<file path="src/rtl/cpu_types.sv">
// Shared CPU front-end types: fetch queue entry layout and default sizing.
package cpu_types;
  localparam int          FQ_DEPTH = 4;
  localparam logic [31:0] RESET_PC = 32'h0000_0000;

  typedef struct packed {
    logic [31:0] ir;
    logic [31:0] pc;
  } fq_entry_t;
endpackage

</file>
<file path="src/rtl/fq_storage.sv">
// Fetch queue entry array: one synchronous write port, one asynchronous read port.
module fq_storage
  import cpu_types::*;
#(
  parameter  int DEPTH = FQ_DEPTH,
  localparam int AW    = $clog2(DEPTH)
) (
  input  logic          clk,
  input  logic          wr_en,
  input  logic [AW-1:0] wr_addr,
  input  fq_entry_t     wr_data,
  input  logic [AW-1:0] rd_addr,
  output fq_entry_t     rd_data
);
  // Contents carry no validity of their own, so the array is left unreset.
  fq_entry_t mem [DEPTH];

  always_ff @(posedge clk) begin
    if (wr_en) mem[wr_addr] <= wr_data;
  end

  assign rd_data = mem[rd_addr];
endmodule

</file>
<file path="src/rtl/fetch_queue.sv">
// Instruction fetch queue: issues sequential reads, buffers returned words with
// their PCs for decode, and flushes/refetches on a taken redirect.
module fetch_queue
  import cpu_types::*;
#(
  parameter int          DEPTH    = FQ_DEPTH,
  parameter logic [31:0] RESET_PC = cpu_types::RESET_PC
) (
  input  logic                       clk,
  input  logic                       reset_n,
  input  logic                       redirect,
  input  logic [31:0]                redirect_pc,
  output logic [31:0]                mem_addr1,
  output logic                       mem_read1,
  input  logic [31:0]                mem_dout1,
  output logic                       de_valid,
  output logic [31:0]                de_ir,
  output logic [31:0]                de_pc,
  input  logic                       de_ready,
  output logic [$clog2(DEPTH):0]     q_count
);
  localparam int          PW        = $clog2(DEPTH);
  localparam int          CW        = PW + 1;
  localparam logic [CW:0] DEPTH_OCC = (CW + 1)'(DEPTH);
  localparam logic [CW-1:0] DEPTH_CNT = CW'(DEPTH);

  logic [31:0]   fetch_pc;
  logic [31:0]   inflight_pc;
  logic          inflight;
  logic [PW-1:0] head;
  logic [PW-1:0] tail;
  logic [CW-1:0] count;
  logic [CW:0]   occ;
  logic          issue;
  logic          push;
  logic          pop;
  fq_entry_t     wr_entry;
  fq_entry_t     head_entry;
  logic          unused_pc_lsbs;

  assign unused_pc_lsbs = ^redirect_pc[1:0];

  // Credit counts the in-flight word but ignores a same-cycle pop, so a push
  // always finds a free slot.
  assign occ   = {1'b0, count} + {{CW{1'b0}}, inflight};
  assign issue = reset_n && !redirect && (occ < DEPTH_OCC);
  assign push  = inflight && !redirect;
  assign pop   = (count != '0) && de_ready && !redirect;

  assign mem_addr1 = fetch_pc;
  assign mem_read1 = issue;
  assign q_count   = count;
  assign de_valid  = (count != '0);
  assign de_ir     = de_valid ? head_entry.ir : '0;
  assign de_pc     = de_valid ? head_entry.pc : '0;

  assign wr_entry.ir = mem_dout1;
  assign wr_entry.pc = inflight_pc;

  always_ff @(posedge clk or negedge reset_n) begin
    if (!reset_n) begin
      fetch_pc    <= RESET_PC;
      inflight_pc <= '0;
      inflight    <= 1'b0;
      head        <= '0;
      tail        <= '0;
      count       <= '0;
    end else if (redirect) begin
      fetch_pc <= {redirect_pc[31:2], 2'b00};
      inflight <= 1'b0;
      head     <= '0;
      tail     <= '0;
      count    <= '0;
    end else begin
      inflight <= issue;
      if (issue) begin
        fetch_pc    <= fetch_pc + 32'd4;
        inflight_pc <= fetch_pc;
      end
      if (push) tail <= tail + PW'(1);
      if (pop)  head <= head + PW'(1);
      case ({push, pop})
        2'b10:   count <= count + CW'(1);
        2'b01:   count <= count - CW'(1);
        default: count <= count;
      endcase
    end
  end

  fq_storage #(.DEPTH(DEPTH)) u_storage (
    .clk     (clk),
    .wr_en   (push),
    .wr_addr (tail),
    .wr_data (wr_entry),
    .rd_addr (head),
    .rd_data (head_entry)
  );

  no_push_when_full: assert property (@(posedge clk) disable iff (!reset_n)
    !(push && count == DEPTH_CNT));
endmodule
</file>
<file path="config.mk">
export PLATFORM = sky130hd
export DESIGN_NAME = fetch_queue
export DESIGN_NICKNAME = d
export VERILOG_FILES = /design/src/rtl/cpu_types.sv /design/src/rtl/fq_storage.sv /design/src/rtl/fetch_queue.sv
export SDC_FILE = /design/constraint.sdc
export NUM_CORES = 1
export LEC_CHECK = 0
export CAP_MARGIN = 30
export CORE_ASPECT_RATIO = 1.75
export CORE_MARGIN = 2
export CORE_UTILIZATION = 34
export CTS_CLUSTER_SIZE = 20
export DETAILED_ROUTE_END_ITERATION = 12
export PLACE_DENSITY = 0.51
export SYNTH_ARGS = -nofsm -noshare
export SYNTH_HDL_FRONTEND = slang
export SYNTH_SLANG_ARGS = --single-unit
</file>
<file path="constraint.sdc">
create_clock -name clk -period 3.49 [get_ports clk]
set_clock_uncertainty 0.05 [all_clocks]
set_input_delay 0.349 -clock clk [delete_from_list [all_inputs] [get_ports clk]]
set_output_delay 0.349 -clock clk [all_outputs]
set_load 0.02 [all_outputs]
</file>
==> flow_metrics.py <==
metrics = {
    "worst_setup_path": {
        "path_class": "register to output pin",
        "cp_num_buf_inv": 3,
        "crit_path_cell_trace": "or3_2, buf_4, buf_4, and2_1, clkdlybuf4s50_1",
        "cp.required_ps": 3090,
        "max_stage_delay_ps": 710,
        "worst_setup_path_end_kind": "output pin",
        "arrival_ps": 2890,
        "cp_slowest_cell": "or3_2",
        "critical_path.top_delay_family": "buffers and inverters",
        "cpMostUsedCell": "buf_4",
        "crit_path_start_kind": "register",
        "crit_fanout": 23,
    },
    "floorplan": {
        "initial_utilization": 0.3460,
        "die_w_um": 150.5,
        "num_rows": 93,
        "die-area_mm2": 0.03916,
        "io_pins": 169,
        "die_y_um": 260.3,
        "core_mm2": 0.03689,
    },
    "power_and_ir_drop": {
        "vdd_ir_drop_max_uv": 325.3,
        "p_leak_nw": 5.534,
        "p_per_area_mw_per_mm2": 762.4,
    },
    "cts": {
        "cts_tree": "done",
        "clk-insertion-delay-late_ps": 550,
        "clk_pin_slew_ps": 70,
        "cts-root-buf": "clkbuf_16",
        "clk_path_buf_depth": 3,
        "cts_inserted_buffers": 30,
        "cts_num_sinks": 316,
        "h-tree-depth": 1,
    },
    "timing": {
        "setup_viol": 0,
        "hold_viol": 0,
        "slew_headroom": 0.4990,
        "tns_ps": 0,
        "setup_slack_ps": 200.3,
        "hold_slack_ps": 89.48,
        "tightest_slew_ps": 744.7,
        "fin_crit_ps": 3290,
        "rsz0062_at_grt": "no",
        "fmax_mhz": 304.0,
        "drv_slew": 0,
        "post-route-period-util": 0.9426,
    },
    "final_layout": {
        "post-route-util": 0.4350,
        "drive_above_1_share": 0.1588,
        "fin_nets": 1027,
        "multi_input_area_mm2": 0.003403,
        "synthToLayoutAreaGrowth_pct": 25.72,
        "n_fill_cell": 3315,
        "instances_no_fill": 1452,
        "final_common_cell": "edfxtp_1",
        "final_cell_mix": "248 x edfxtp_1, 160 x clkdlybuf4s50_1, 122 x nand2_1",
        "ff_latch_area_mm2": 0.009156,
    },
    "detailed_routing": {
        "first_pass_iters": 4,
        "via_count": 7225,
        "drc": 0,
        "routed_wirelength_um": 29760,
        "vias_per_cell": 4.976,
        "postRouteAntennaNets": 0,
        "drtIter0Drc": 267,
        "wl_per_cell_um": 20.50,
    },
    "yosys": {
        "synth_adder_area_share": 0.006471,
        "ys_ff_latch": 316,
        "yosys.area_share.xor_xnor": 0.005490,
        "netlist_top_cells_area": "edfxtp_1 58%, dfrtp_1 13%, mux4_2 11%",
        "synth_top_area_share": 0.5835,
        "synth_cells": 776,
        "synth_top_family_by_area": "multiplexers",
        "synth_mux_area_frac": 0.1118,
        "yosys_most_used_dff": "edfxtp_1",
        "synth_top_area_cell": "edfxtp_1",
        "yosysWarnings": 0,
        "yosysSeqAreaShare": 0.7169,
        "yosys.cell_types.count": 53,
        "synth_area_mm2": 0.01276,
        "synth_compound_area_frac": 0.03676,
        "synth-async-reset-ratio": 0.2152,
        "yosys.area_share.simple": 0.1039,
        "avgSynthCellArea_um2": 16.45,
        "synth_edf_count": 248,
    },
    "grt": {
        "grt.total_usage": 0.1552,
        "grt_antenna_before_repair": 1,
        "grt_overflow_total": 0,
        "grt_start_max_net_pins": 59,
        "grt_pass1_wl_um": 46000,
        "grt_pass1_vias": 7729,
    },
    "placed_design": {
        "dp_hpwl_um": 18620,
        "place_inst": 1394,
        "gp_congestion": 0.7943,
        "pre_cts_slack_ps": 696.9,
        "port_buffers": 162,
    },
    "run_status": {
        "status": "complete, no violations",
    },
    "job": {
        "cap_violations": 0,
    },
    "hold_path": {
        "min_path_type": "input pin to register",
    },
}
metal layers:
layer  vias to the layer above  part of all wire  global-route usage
li1                       3324                 -                   -
met1                      3678              0.40              0.1893
met2                       182              0.54              0.2801
met3                        41             0.038             0.01923
met4                         0             0.029             0.05503
met5                         -                 0                   0
final cells by class:
class / instances / share of cell area
Antenna cell: 1 / 0.0001560
Clock buffer: 38 / 0.05186
Clock inverter: 17 / 0.007876
Inverter: 10 / 0.002340
Multi-Input combinational cell: 409 / 0.2121
Sequential cell: 316 / 0.5707
Tap cell: 475 / 0.03704
Timing Repair Buffer: 186 / 0.1179
power by group:
part | leakage (nW) | switching [mW] | total (mW) | internal (mW)
Combinational | 1.97 | 2.06 | 4.07 | 2.01
Sequential | 3.10 | 0.420 | 5.00 | 4.58
Clock | 0.462 | 1.40 | 3.16 | 1.76
registers in the layout (all words and copies together) (netlist names):
name / count
head: 2
inflight: 1
inflight_pc: 30
mem_addr1: 30
q_count: 3
tail: 2
u_storage.mem: 248
kinds of logic after synthesis:
kind of cell	count (synthesis)
xor+xnor	8
flops	316
mux	65
simple gates	260
buf+inv	54
fa+ha+maj	6
other cells	1
compound gates	66
worst paths after layout:
kind	start	to	slack, ps	cells after the start
worst max-delay path	q_count[2]	de_pc[16]	200	5
worst min-delay path	redirect	tail[0]	90	2
worst max register to register	q_count[2]	q_count[2]	790	8
worst min register to register	inflight_pc[14]	u_storage.mem[2][14]	470	0
max in group asynchronous	reset_n	head[1]	2070	4
min in group asynchronous	reset_n	mem_addr1[10]	400	3
worst reg2reg max path, cell delays in order, from the launching register on:
cell	delay (ps)
dfrtp_1	450
or3_2	710
nand2_1	270
nor3_1	80
fa_1	380
or2_2	300
mux2i_1	150
xnor2_1	130
nor2_1	50
cells in the mapped netlist, types with 4 or more instances:
master    instances
mux4_2           62
clkbuf_1         26
buf_2            13
xor2_1            4
inv_1             9
nand2_1         123
a221o_1           4
edfxtp_1        248
nor3_1            4
dfrtp_1          68
nor2_1           17
nand3_1          14
o211ai_1          8
xnor2_1           4
and2_1           67
o311ai_0         11
buf_4             4
a21oi_1           5
nand4_1          10
ha_1              5
o21ai_0          21
what timing repair did:
action | 4_1_cts | 5_1_grt
hold buffers | 1 | 0
endpoints found under the setup margin | 0 | 1
gates resized for setup | 0 | 0
setup buffers | 0 | 1
endpoints found under the hold margin | 31 | 0
per-stage QoR:
stage	total power [mW]	area, µm²
6_report	12.23	16040
5_1_grt	12.89	16040
4_1_cts	12.43	16010
3_5_place_dp	9.241	15050
3_3_place_gp	9.206	15050
2_1_floorplan	7.270	12770
No activity file was read; power rests on OpenSTA's default activity.
